**config.mk**
```make
export PLATFORM = sky130hd
export DESIGN_NAME = lbdr_input_fifo
export DESIGN_NICKNAME = d
export VERILOG_FILES = /design/src/rtl/lbdr_input_fifo.sv
export SDC_FILE = /design/constraint.sdc
export NUM_CORES = 1
export LEC_CHECK = 0
export CAP_MARGIN = 20
export CORE_UTILIZATION = 50
export CTS_CLUSTER_DIAMETER = 200
export CTS_CLUSTER_SIZE = 20
export DETAILED_ROUTE_END_ITERATION = 12
export MAX_ROUTING_LAYER = met4
export PLACE_DENSITY_LB_ADDON = 0.25
export SYNTH_ARGS = -nofsm -noshare
export SYNTH_HDL_FRONTEND = slang
export SYNTH_SLANG_ARGS = --single-unit
```
**constraint.sdc**
```tcl
create_clock -name clk -period 5.4 [get_ports clk]
set_input_delay 1.08 -clock clk [delete_from_list [all_inputs] [get_ports clk]]
set_output_delay 1.08 -clock clk [all_outputs]
set_load 0.01 [all_outputs]
```
**src/rtl/lbdr_input_fifo.sv**
```systemverilog
// lbdr_input_fifo
// Input-port flit buffer feeding the LBDR routing stage. Write side checks
// packet framing (HEADER ... PAYLOAD* ... TAIL), read side is first-word-
// fall-through. One credit pulse is returned upstream per consumed flit.
//
// state  | meaning
// -------+-------------------------------------------------------------
// IDLE   | between packets, only a HEADER flit is legal
// IN_PKT | header accepted, PAYLOAD or TAIL legal, TAIL closes packet

module lbdr_input_fifo #(
    parameter int DATA_WIDTH = 32,
    parameter int DEPTH      = 4,
    parameter int PTR_W      = $clog2(DEPTH)
) (
    input  logic                  clk,
    input  logic                  rst,
    input  logic                  wr_en,
    input  logic [DATA_WIDTH-1:0] din,
    input  logic                  rd_en,
    output logic [DATA_WIDTH-1:0] dout,
    output logic [2:0]            flit_id,
    output logic [3:0]            dst_addr,
    output logic                  empty,
    output logic                  full,
    output logic [PTR_W:0]        count,
    output logic                  credit_out,
    output logic                  err_proto,
    output logic                  err_ovf
);

    localparam logic [2:0] HEADER  = 3'b001;
    localparam logic [2:0] PAYLOAD = 3'b010;
    localparam logic [2:0] TAIL    = 3'b100;

    localparam logic [PTR_W:0] DEPTH_CNT = (PTR_W + 1)'(DEPTH);

    typedef enum logic [0:0] {
        IDLE   = 1'b0,
        IN_PKT = 1'b1
    } state_t;

    state_t state;
    state_t state_next;

    logic [DATA_WIDTH-1:0] mem [DEPTH];
    logic [PTR_W-1:0]      wr_ptr;
    logic [PTR_W-1:0]      rd_ptr;

    logic [2:0] din_id;
    logic       frame_ok;
    logic       wr_acc;
    logic       rd_acc;
    logic       proto_bad;
    logic       ovf_hit;

    assign din_id = din[DATA_WIDTH-1 -: 3];

    // Status flags come straight from the registered occupancy.
    assign empty = (count == '0);
    assign full  = (count == DEPTH_CNT);

    // Framing check and next state. Only a flit that actually reaches the
    // framer (not blocked by full) may advance the FSM or raise err_proto.
    always_comb begin
        state_next = state;
        frame_ok   = 1'b0;
        if (wr_en && !full) begin
            case (state)
                IDLE: begin
                    if (din_id == HEADER) begin
                        frame_ok   = 1'b1;
                        state_next = IN_PKT;
                    end
                end
                IN_PKT: begin
                    if (din_id == PAYLOAD) begin
                        frame_ok = 1'b1;
                    end else if (din_id == TAIL) begin
                        frame_ok   = 1'b1;
                        state_next = IDLE;
                    end
                end
                default: begin
                    state_next = IDLE;
                end
            endcase
        end
    end

    assign wr_acc    = wr_en && !full && frame_ok;
    assign rd_acc    = rd_en && !empty;
    assign proto_bad = wr_en && !full && !frame_ok;
    assign ovf_hit   = wr_en && full;

    // Framing state register.
    always_ff @(posedge clk) begin
        if (rst) begin
            state <= IDLE;
        end else begin
            state <= state_next;
        end
    end

    // Flit storage; deliberately not reset, dout masking hides stale data.
    always_ff @(posedge clk) begin
        if (!rst && wr_acc) begin
            mem[wr_ptr] <= din;
        end
    end

    // Pointers and occupancy. Power-of-two depth makes the wrap implicit.
    always_ff @(posedge clk) begin
        if (rst) begin
            wr_ptr <= '0;
            rd_ptr <= '0;
            count  <= '0;
        end else begin
            if (wr_acc) begin
                wr_ptr <= wr_ptr + PTR_W'(1);
            end
            if (rd_acc) begin
                rd_ptr <= rd_ptr + PTR_W'(1);
            end
            case ({wr_acc, rd_acc})
                2'b10:   count <= count + (PTR_W + 1)'(1);
                2'b01:   count <= count - (PTR_W + 1)'(1);
                default: count <= count;
            endcase
        end
    end

    // Registered one-cycle pulses: credit back upstream and error flags.
    always_ff @(posedge clk) begin
        if (rst) begin
            credit_out <= 1'b0;
            err_proto  <= 1'b0;
            err_ovf    <= 1'b0;
        end else begin
            credit_out <= rd_acc;
            err_proto  <= proto_bad;
            err_ovf    <= ovf_hit;
        end
    end

    // FWFT head view for the routing stage.
    always_comb begin
        dout = '0;
        if (!empty) begin
            dout = mem[rd_ptr];
        end
    end

    assign flit_id  = dout[DATA_WIDTH-1 -: 3];
    assign dst_addr = dout[3:0];

endmodule

```
==> impl_metrics.env <==
export IMPL_drc=0
export IMPL_die_w_um=107
export IMPL_netlist_instances=280
export IMPL_slew_violations=0
export IMPL_worst_ir_drop_vdd_v=0.000235
export IMPL_slowest_stage="dfxtp_2"
export IMPL_final_util_pct=65.3
export IMPL_cts_resized_gates=0
export IMPL_fin_crit_ns=3.99
export IMPL_cts_buffer_depth=2
export IMPL_yosys_warnings=0
export IMPL_worstMarginPinSlew_ns=0.903
export IMPL_io_pins=83
export IMPL_cts_tree="yes"
export IMPL_endpoint_kind="output pin"
export IMPL_min_from="wr_ptr[1]"
export IMPL_synth_seq_cells=141
export IMPL_rsz0062_at_grt="no"
export IMPL_ant_nets=0
export IMPL_cts_setup_buffers=0
export IMPL_p_per_area_nw_per_um2=398
export IMPL_fp_dieH_um=107
export IMPL_cts_root_buffer="clkbuf_8"
export IMPL_finalHoldViolations=0
export IMPL_syn_nets=322
export IMPL_drtPass1Iterations=4
export IMPL_required_ns=4.32
export IMPL_layout_drive_gt1_share_pct=20.1
export IMPL_reg2reg_from="count[0]"
export IMPL_wirelength_um=9740
export IMPL_gp_congestion=0.717
export IMPL_status="completed"
export IMPL_synth_seq_area_share_pct=74.0
export IMPL_p_leak_uw=0.00226
export IMPL_slowest_delay_ns=0.77
export IMPL_maxSlewHeadroom_pct=39.8
export IMPL_area_growth_syn_to_layout_pct=27.8
export IMPL_clock_sinks=141
export IMPL_synth_top_cell_by_area="edfxtp_1"
export IMPL_htreeDepth=4
export IMPL_die_area_um2=11500
export IMPL_fmax_ghz=0.250
export IMPL_finalSetupViolCount=0
export IMPL_ys_types=32
export IMPL_routedWlPerCell_um=18.8
export IMPL_syn_area_um2=5540
export IMPL_clk_insertion_delay_late_ns=0.51
export IMPL_setup_tns_final_ns=0
export IMPL_avgViaCountPerCell=5.28
export IMPL_port_buffers=82
export IMPL_critPathKind="flop to output pin"
export IMPL_yosysTopAreaCellShare_pct=69.3
export IMPL_insertedDiodeCount=0
export IMPL_grt_pass1_wl_um=15400
export IMPL_path_clk_slew_ns=0.06
export IMPL_fin_skew_ns=0.0177
export IMPL_via_count=2733
export IMPL_grt_max_degree=36
export IMPL_crit_path_start_kind="flop"
export IMPL_syn_area_per_cell_um2=19.8
export IMPL_std_cell_rows=38
export IMPL_first_global_vias=2910
export IMPL_coreArea_um2=10800
export IMPL_maxCapViolCount=0
export IMPL_synth_area_top_cells="edfxtp_1 69%, mux4_2 13%, dfxtp_1 4.7%"
export IMPL_initial_utilization_pct=51.1
export IMPL_r2r_setup_slack_ns=2.92
export IMPL_holdCritPathClass="flop to flop"
export IMPL_critical_path_arrival_ns=2.91
export IMPL_postCtsHoldBufs=0
export IMPL_cts_made_buffers=17
export IMPL_antenna_found_initial=0
export IMPL_path_cells="buf_4 > mux4_2 > nor2b_1 > clkdlybuf4s50_1"
export IMPL_drt_iter0_drc=78
export IMPL_cp_max_fo=19
export IMPL_dp_hpwl_um=5360
export IMPL_overflow=0
export IMPL_fin_crit_sh_pct=73.9
export IMPL_grt_use_total_pct=19.3
export IMPL_final_net_count=407
==> per-stage QoR <==
stage               setup slack (ns)  hold slack, ns  power (µW)  std cells  instance area (µm²)
floorplan                       2.47           0.485        1440        280                 5540
global placement                1.79           0.503        1610        486                 6450
detailed placement              1.70           0.513        1610        486                 6450
CTS                             1.31           0.527        2840        518                 7080
global route                    1.17           0.584        2910        518                 7080
finish                          1.41           0.520        2820        518                 7080
==> synthesized netlist by cell type <==
| cell | instances |
|---|---|
| edfxtp_1 | 128 |
| nor2b_1 | 35 |
| mux4_2 | 32 |
| dfxtp_1 | 13 |
| nor2_1 | 10 |
| buf_4 | 7 |
| inv_1 | 7 |
| ha_1 | 5 |
| a21oi_1 | 4 |
| and2_1 | 4 |
| clkbuf_1 | 4 |
| buf_2 | 3 |
| buf_6 | 3 |
| o21ai_0 | 3 |
| xor2_1 | 3 |
| nor3b_1 | 2 |
| or3_1 | 2 |
| a31oi_2 | 1 |
| buf_1 | 1 |
| fa_1 | 1 |
| nand2_1 | 1 |
| nand2_4 | 1 |
| nand3b_1 | 1 |
| nor3_1 | 1 |
| nor3_2 | 1 |
| nor4b_2 | 1 |
| o211a_1 | 1 |
| or2_2 | 1 |
| or3b_1 | 1 |
| or3b_4 | 1 |
| or4b_1 | 1 |
| xnor2_1 | 1 |
==> critical path, delay by kind of cell (launching register included) <==
family | cells | cell delay [ns]
buffers and inverters | 2 | 0.90
DFF | 1 | 0.77
muxes | 1 | 0.59
and+or+nand+nor | 1 | 0.15
==> kinds of logic after synthesis <==
| group | synth area share (%) |
|---|---|
| adder cells (fa/ha/maj) | 1.49 |
| AND/OR/NAND/NOR | 7.18 |
| AO/OA/AOI/OAI | 1.04 |
| buffers and inverters | 2.64 |
| flip-flops | 74.0 |
| XOR/XNOR | 0.632 |
| multiplexers | 13.0 |
==> power breakdown <==
| part | total (µW) | switching [µW] | internal (µW) |
|---|---|---|---|
| Combinational | 359 | 151 | 208 |
| Sequential | 1230 | 25.0 | 1200 |
| Clock | 1230 | 433 | 799 |
==> layout make-up <==
type / count / area, µm²
clock buffers: 18 / 418
clock inverters: 14 / 216
fillers: 773 / 3760
inverters: 7 / 26.3
multi-input cells: 114 / 1310
flip-flops and latches: 141 / 4110
well taps: 140 / 175
repair buffers: 84 / 836
==> sequential cells by signal, summed over array words and instances (netlist names), named ones only <==
name / cells
err_proto: 1
err_ovf: 1
count: 3
credit_out: 1
rd_ptr: 2
state: 1
mem: 128
wr_ptr: 2
==> layout by cell type, fill, tap and decap left out, drive strengths merged, types with 4 or more instances in the layout <==
cell type	n
a21oi	4
and2	4
bufinv	5
clkbuf	18
clkdlybuf4s50	82
clkinv	7
dfxtp	13
edfxtp	128
ha	5
inv	9
mux4	32
nor2	10
nor2b	35
==> metal layers <==
layer / part of all wire [%] / GRT usage, % / wire length, µm / vias up
li1: - / - / - / 1260
met1: 43 / 23.6 / 4150 / 1383
met2: 52 / 31.2 / 5030 / 79
met3: 4.5 / 5.02 / 438 / 11
met4: 1.2 / 7.05 / 118 / 0
met5: 0 / - / 0 / -
==> path summary, 6_finish.rpt <==
kind               end  cells after the start
max           dout[20]                      4
min          wr_ptr[1]                      2
max reg2reg   count[2]                      9
min reg2reg  wr_ptr[1]                      2
Note: power is estimated with default switching activity, not from simulation.
